==> config.mk <==
export PLATFORM = sky130hd
export DESIGN_NAME = seq_divider_16x8_flat
export DESIGN_NICKNAME = d
export VERILOG_FILES = /design/src/rtl/seq_divider_16x8_pkg.sv /design/src/rtl/seq_divider_16x8_if.sv /design/src/rtl/seq_divider_16x8_step.sv /design/src/rtl/seq_divider_16x8.sv /design/src/flat_wrapper.sv
export SDC_FILE = /design/constraint.sdc
export NUM_CORES = 1
export LEC_CHECK = 0
export BUFFER_PORTS_ARGS = -buffer_cell sky130_fd_sc_hd__buf_2
export CAP_MARGIN = 20
export CORE_UTILIZATION = 45
export CTS_BUF_LIST = sky130_fd_sc_hd__clkbuf_16
export DETAILED_ROUTE_END_ITERATION = 12
export GPL_ROUTABILITY_DRIVEN = 0
export PLACE_DENSITY = 0.7
export REMOVE_ABC_BUFFERS = 1
export SYNTH_ARGS = -nofsm -noshare
export SYNTH_HDL_FRONTEND = slang
export SYNTH_SLANG_ARGS = --single-unit
==> constraint.sdc <==
create_clock -name clk -period 2.9 [get_ports clk]
set_input_delay 0.29 -clock clk [delete_from_list [all_inputs] [get_ports clk]]
set_output_delay 0.29 -clock clk [all_outputs]
set_load 0.01 [all_outputs]
==> src/rtl/seq_divider_16x8_pkg.sv <==
// Shared types and default sizes for the sequential restoring divider.
package div_pkg;

    typedef enum logic [1:0] {IDLE, CALC, DONE} div_state_t;

    localparam int N_WIDTH_DEF   = 16;
    localparam int D_WIDTH_DEF   = 8;
    localparam int CNT_WIDTH_DEF = $clog2(N_WIDTH_DEF + 1);

endpackage

==> src/rtl/seq_divider_16x8_if.sv <==
// Operand/result handshake bundle between a producer/consumer and the divider.
interface seq_divider_16x8_if #(
    parameter int N_WIDTH = 16,
    parameter int D_WIDTH = 8
);
    logic               in_valid;
    logic               in_ready;
    logic [N_WIDTH-1:0] dividend;
    logic [D_WIDTH-1:0] divisor;
    logic               out_valid;
    logic               out_ready;
    logic [N_WIDTH-1:0] quotient;
    logic [D_WIDTH-1:0] remainder;
    logic               div_by_zero;
    logic               busy;

    modport master (
        output in_valid, dividend, divisor, out_ready,
        input  in_ready, out_valid, quotient, remainder, div_by_zero, busy
    );

    modport slave (
        input  in_valid, dividend, divisor, out_ready,
        output in_ready, out_valid, quotient, remainder, div_by_zero, busy
    );
endinterface

==> src/rtl/seq_divider_16x8_step.sv <==
// One restoring-division iteration: shift in the next dividend bit, trial-subtract the divisor.
module div_step #(
    parameter int D_WIDTH = 8
) (
    input  logic [D_WIDTH-1:0] i_r_in,
    input  logic               i_q_msb,
    input  logic [D_WIDTH-1:0] i_d,
    output logic [D_WIDTH-1:0] o_r_out,
    output logic               o_q_bit
);
    logic [D_WIDTH:0] w_r_shift;
    logic [D_WIDTH:0] w_trial;

    assign w_r_shift = {i_r_in, i_q_msb};
    assign w_trial   = w_r_shift - {1'b0, i_d};
    assign o_q_bit   = ~w_trial[D_WIDTH];
    // A restored remainder is always below the divisor, so D_WIDTH bits hold it.
    assign o_r_out   = o_q_bit ? w_trial[D_WIDTH-1:0] : w_r_shift[D_WIDTH-1:0];
endmodule

==> src/rtl/seq_divider_16x8.sv <==
// Sequential radix-2 restoring divider, one quotient bit per clock, valid/ready on both sides.
//
// state | meaning
// IDLE  | waiting for an operation, in_ready=1
// CALC  | stepping the quotient (or one hold cycle for divide-by-zero)
// DONE  | result presented, out_valid=1 until out_ready
module seq_divider_16x8
    import div_pkg::*;
#(
    parameter int N_WIDTH = N_WIDTH_DEF,
    parameter int D_WIDTH = D_WIDTH_DEF
) (
    input  logic               clk,
    input  logic               rst_n,
    seq_divider_16x8_if.slave  bus
);
    localparam int CNT_W = $clog2(N_WIDTH + 1);

    div_state_t         r_state;
    div_state_t         w_next;
    logic [N_WIDTH-1:0] r_q;
    logic [D_WIDTH-1:0] r_r;
    logic [D_WIDTH-1:0] r_d;
    logic [CNT_W-1:0]   r_cnt;
    logic               r_dbz;
    logic               w_accept;
    logic               w_step;
    logic [D_WIDTH-1:0] w_r_next;
    logic               w_q_bit;

    assign w_accept = (r_state == IDLE) && bus.in_valid;
    assign w_step   = (r_state == CALC) && !r_dbz;

    div_step #(.D_WIDTH(D_WIDTH)) u_step (
        .i_r_in  (r_r),
        .i_q_msb (r_q[N_WIDTH-1]),
        .i_d     (r_d),
        .o_r_out (w_r_next),
        .o_q_bit (w_q_bit)
    );

    always_ff @(posedge clk or negedge rst_n) begin
        if (!rst_n) begin
            r_state <= IDLE;
        end else begin
            r_state <= w_next;
        end
    end

    always_comb begin
        w_next = r_state;
        case (r_state)
            IDLE:    if (bus.in_valid) w_next = CALC;
            CALC:    if (r_cnt == CNT_W'(1)) w_next = DONE;
            DONE:    if (bus.out_ready) w_next = IDLE;
            default: w_next = IDLE;
        endcase
    end

    always_comb begin
        bus.in_ready  = (r_state == IDLE);
        bus.out_valid = (r_state == DONE);
        bus.busy      = (r_state != IDLE);
    end

    // Divide-by-zero loads its fixed result and spends a single non-stepping CALC
    // cycle, so out_valid rises one edge after accept.
    always_ff @(posedge clk or negedge rst_n) begin
        if (!rst_n) begin
            r_q   <= '0;
            r_r   <= '0;
            r_d   <= '0;
            r_cnt <= '0;
            r_dbz <= 1'b0;
        end else if (w_accept) begin
            r_d <= bus.divisor;
            r_r <= '0;
            if (bus.divisor == '0) begin
                r_q   <= '1;
                r_cnt <= CNT_W'(1);
                r_dbz <= 1'b1;
            end else begin
                r_q   <= bus.dividend;
                r_cnt <= CNT_W'(N_WIDTH);
                r_dbz <= 1'b0;
            end
        end else if (r_state == CALC) begin
            r_cnt <= r_cnt - 1'b1;
            if (w_step) begin
                r_r <= w_r_next;
                r_q <= {r_q[N_WIDTH-2:0], w_q_bit};
            end
        end
    end

    assign bus.quotient    = r_q;
    assign bus.remainder   = r_r;
    assign bus.div_by_zero = r_dbz;
endmodule

==> src/flat_wrapper.sv <==
// flat-port wrapper written by rule: the top's interface ports become plain ports
module seq_divider_16x8_flat import div_pkg::*;
#(
    parameter int N_WIDTH = N_WIDTH_DEF,
    parameter int D_WIDTH = D_WIDTH_DEF
)
  (clk, rst_n, bus_in_valid, bus_dividend, bus_divisor, bus_out_ready, bus_in_ready, bus_out_valid, bus_quotient, bus_remainder, bus_div_by_zero, bus_busy);
  seq_divider_16x8_if #(.N_WIDTH(N_WIDTH), .D_WIDTH(D_WIDTH)) bus_i ();
  input  logic clk;
  input  logic rst_n;
  input wire logic [$bits(bus_i.in_valid)-1:0] bus_in_valid;
  input wire logic [$bits(bus_i.dividend)-1:0] bus_dividend;
  input wire logic [$bits(bus_i.divisor)-1:0] bus_divisor;
  input wire logic [$bits(bus_i.out_ready)-1:0] bus_out_ready;
  output wire logic [$bits(bus_i.in_ready)-1:0] bus_in_ready;
  output wire logic [$bits(bus_i.out_valid)-1:0] bus_out_valid;
  output wire logic [$bits(bus_i.quotient)-1:0] bus_quotient;
  output wire logic [$bits(bus_i.remainder)-1:0] bus_remainder;
  output wire logic [$bits(bus_i.div_by_zero)-1:0] bus_div_by_zero;
  output wire logic [$bits(bus_i.busy)-1:0] bus_busy;
  assign bus_i.in_valid = bus_in_valid;
  assign bus_i.dividend = bus_dividend;
  assign bus_i.divisor = bus_divisor;
  assign bus_i.out_ready = bus_out_ready;
  assign bus_in_ready = bus_i.in_ready;
  assign bus_out_valid = bus_i.out_valid;
  assign bus_quotient = bus_i.quotient;
  assign bus_remainder = bus_i.remainder;
  assign bus_div_by_zero = bus_i.div_by_zero;
  assign bus_busy = bus_i.busy;
  seq_divider_16x8 #(.N_WIDTH(N_WIDTH), .D_WIDTH(D_WIDTH)) u_core (.clk(clk), .rst_n(rst_n), .bus(bus_i));
endmodule
==> qor.yml <==
outcome:
  outcome: "complete, no violations"
worst_setup_path:
  timing_worst_setup_path_type: "reg2reg"
  required_ps: 3060
  critPathSlowestCell: "fa_1"
  crit_path_end_kind: "register"
  path_cells: "inv_1 > ha_1 > fa_1 > nand2b_1 > a211oi_2 > mux2_4 > nand2_1 > mux2i_1 > o21ai_0"
  crit_arrival_ps: 2550
  cp_max_fo: 4
  worst_setup_path_start_kind: "register"
  slowest_delay_ps: 390
synthesis:
  ys_seq_elements: 40
  yosysWarnings: 0
  synth.area.top_cells: "dfrtp_1, o21ai_0, nand2_1, ha_1, o22ai_1"
  syn_area_per_cell_um2: 9.22
  yosysTopAreaCell: "dfrtp_1"
  synthArstFlopShare_pct: 100
  synth_edf_count: 0
  synthesis.area_um2: 2190
  ys.flop_type: "dfrtp_1"
  synth_cell_type_count: 47
  synth_top_area_share_pct: 45.8
  yosysSeqAreaShare_pct: 45.8
  synth_cells: 237
clock_tree:
  cts-buffers-inserted: 5
  postCtsHoldBufs: 0
  clock_sinks: 40
  clk_path_buf_depth: 2
  cts.repair.resized: 0
  post_cts_buffers: 0
  cts_tree: "done"
  cts_root_buffer: "clkbuf_16"
  cts.clk_slew.worst_paths_ps: 60
  ctsHtreeMaxLevel: 2
  clk_latency_ps: 280
power_and_ir_drop:
  ir_worst_vdd_uv: 599
  p_switching_uw: 1490
  power.density_nw_per_um2: 1320
  p_int_uw: 1920
  sw_frac_of_total_pct: 43.7
  power_frac_clock_pct: 15.1
  p_comb_share_pct: 54.9
  pwr-share-seq_pct: 30.0
  leakage_uw: 0.00126
floorplan:
  rows: 24
  core-area_um2: 4500
  initial_utilization_pct: 48.5
  num_io_pins: 56
  dieArea_um2: 5140
  fp.dieW_um: 71.7
  fp.dieH_um: 71.7
timing:
  fin_ws_ps: 507
  fin_crit_ps: 2390
  report.final.slew_viol_count: 0
  timing.final.crit_share_pct: 82.5
  final_hold_viol_count: 0
  timing.hold.ws_ps: 124
  clock.fmax_mhz: 418
  tightest_slew_ps: 902
  finClkSkew_ps: 5.09
  relSlewSlack_pct: 39.9
  setup-violations-final: 0
  rsz0062_at_grt: "no"
  tns_ps: 0
global_routing:
  grtUsageTotal_pct: 20.2
  grt_max_degree: 41
  antenna_found_initial: 0
  first_global_vias: 1731
  grt-ovfl-total: 0
  grt_pass1_wl_um: 8050
placement:
  portBuffers: 55
  post-place-ws_ps: 506
  dp.final_hpwl_um: 3410
  place_area_um2: 2460
cells_and_area:
  n_fill_cell: 406
  most-common-layout-cells: "buf_2, nand2_1, dfrtp_1, o21ai_0, o22ai_1"
  synthToLayoutAreaGrowth_pct: 18.5
  antenna_cells: 0
  mostFrequentLayoutCell: "buf_2"
  postLayoutCellArea_um2: 2590
  drive_gt1_share_pct: 25.3
  fin_nets: 327
route:
  ant_nets: 0
  wl_um: 4850
  dr.pass1.iters: 4
  wl_per_cell_um: 14.3
  num_vias: 1886
  drc: 0
  viasPerCell: 5.55
  drtIter0Drc: 94
flow_run:
  max-cap-violations: 0
min_path:
  hp-class: "in2async"
## critical path, delay by kind of cell (launching register included)
| family | cells | cell delay, ps |
|---|---|---|
| and+or+nand+nor | 2 | 380 |
| buffers and inverters | 1 | 60 |
| DFF | 1 | 380 |
| adders and majority gates | 2 | 610 |
| AOI/OAI and AO/OA | 2 | 330 |
| muxes | 2 | 530 |
## area by class of cell
type	count	area (µm²)	share of cell area, %
Multi-Input combinational cell	171	1050	40.7
Sequential cell	40	1000	38.6
Timing Repair Buffer	57	290	11.2
Clock buffer	5	125	4.83
Tap cell	52	65.1	2.51
Inverter	13	48.8	1.88
Clock inverter	2	7.51	0.290
## worst paths after layout
kind                            depth (start not counted)                       to  slack (ps)                     from
worst min register to register                          2            u_core.r_d[0]         490            u_core.r_d[0]
worst max-delay path                                    9  u_core.bus.remainder[5]         510  u_core.bus.quotient[15]
worst min-delay path                                    1  u_core.bus.remainder[7]         120                    rst_n
max in group asynchronous                               1  u_core.bus.quotient[14]        2200                    rst_n
min in group clk                                        3            u_core.r_d[0]         230           bus_divisor[0]
worst max register to register                          9  u_core.bus.remainder[5]         510  u_core.bus.quotient[15]
## metrics by stage
step	util (%)	total power, µW	cells
floorplan	-	2360	224
global placement	54.6	2860	333
detailed placement	54.6	2910	333
CTS	57.5	3430	340
global route	57.5	3720	340
finish	57.5	3420	340
## cell usage after synthesis (2+ instances only)
master    number
a21oi_1        6
nor4_1         2
nand2_1       41
a21boi_0       2
a211oi_1       2
buf_2          6
xor2_1         4
xnor2_1        2
o21ai_0       34
ha_1          10
inv_1         13
a32oi_1        2
buf_4          3
o21ai_1        3
nand3_1        7
clkbuf_1       2
nand2b_1       7
o22ai_1       16
mux2i_1        2
nor2_1         7
dfrtp_1       40
## power by group through the flow
stage / registers [µW] / clock network (µW) / logic (µW)
final: 1030 / 516 / 1880
after global routing: 1070 / 546 / 2110
after CTS: 1020 / 525 / 1890
after detailed placement: 1030 / 0 / 1880
after global placement: 1030 / 0 / 1830
after floorplan: 1070 / 0 / 1290
## per-layer routing
layer | wire length [µm] | global-route usage, % | share of wire (%) | vias to the layer above
met1 | 2220 | 27.3 | 46 | 897
met5 | 0 | 0 | 0 | -
met4 | 49 | 6.32 | 1.0 | 0
met3 | 280 | 4.78 | 5.8 | 7
met2 | 2300 | 32.2 | 47 | 51
li1 | - | - | - | 931
## state kept, by name, indices dropped and copies added, names as in the netlist
signal,flops
u_core.bus.quotient,16
u_core.bus.div_by_zero,1
u_core.bus.remainder,8
u_core.r_cnt,5
u_core.r_d,8
u_core.r_state,2
## cells by family (layout without fill, tap and decap cells)
| family | count (synthesis) | in the layout | share of synthesized area, % |
|---|---|---|---|
| buf+inv | 26 | 77 | 6.12 |
| simple gates | 77 | 77 | 16.9 |
| mux | 3 | 3 | 1.60 |
| flops | 40 | 40 | 45.8 |
| fa+ha+maj | 11 | 11 | 6.64 |
| xor+xnor | 6 | 6 | 2.40 |
| compound gates | 74 | 74 | 20.5 |
Note: power is estimated with default switching activity, not from simulation.
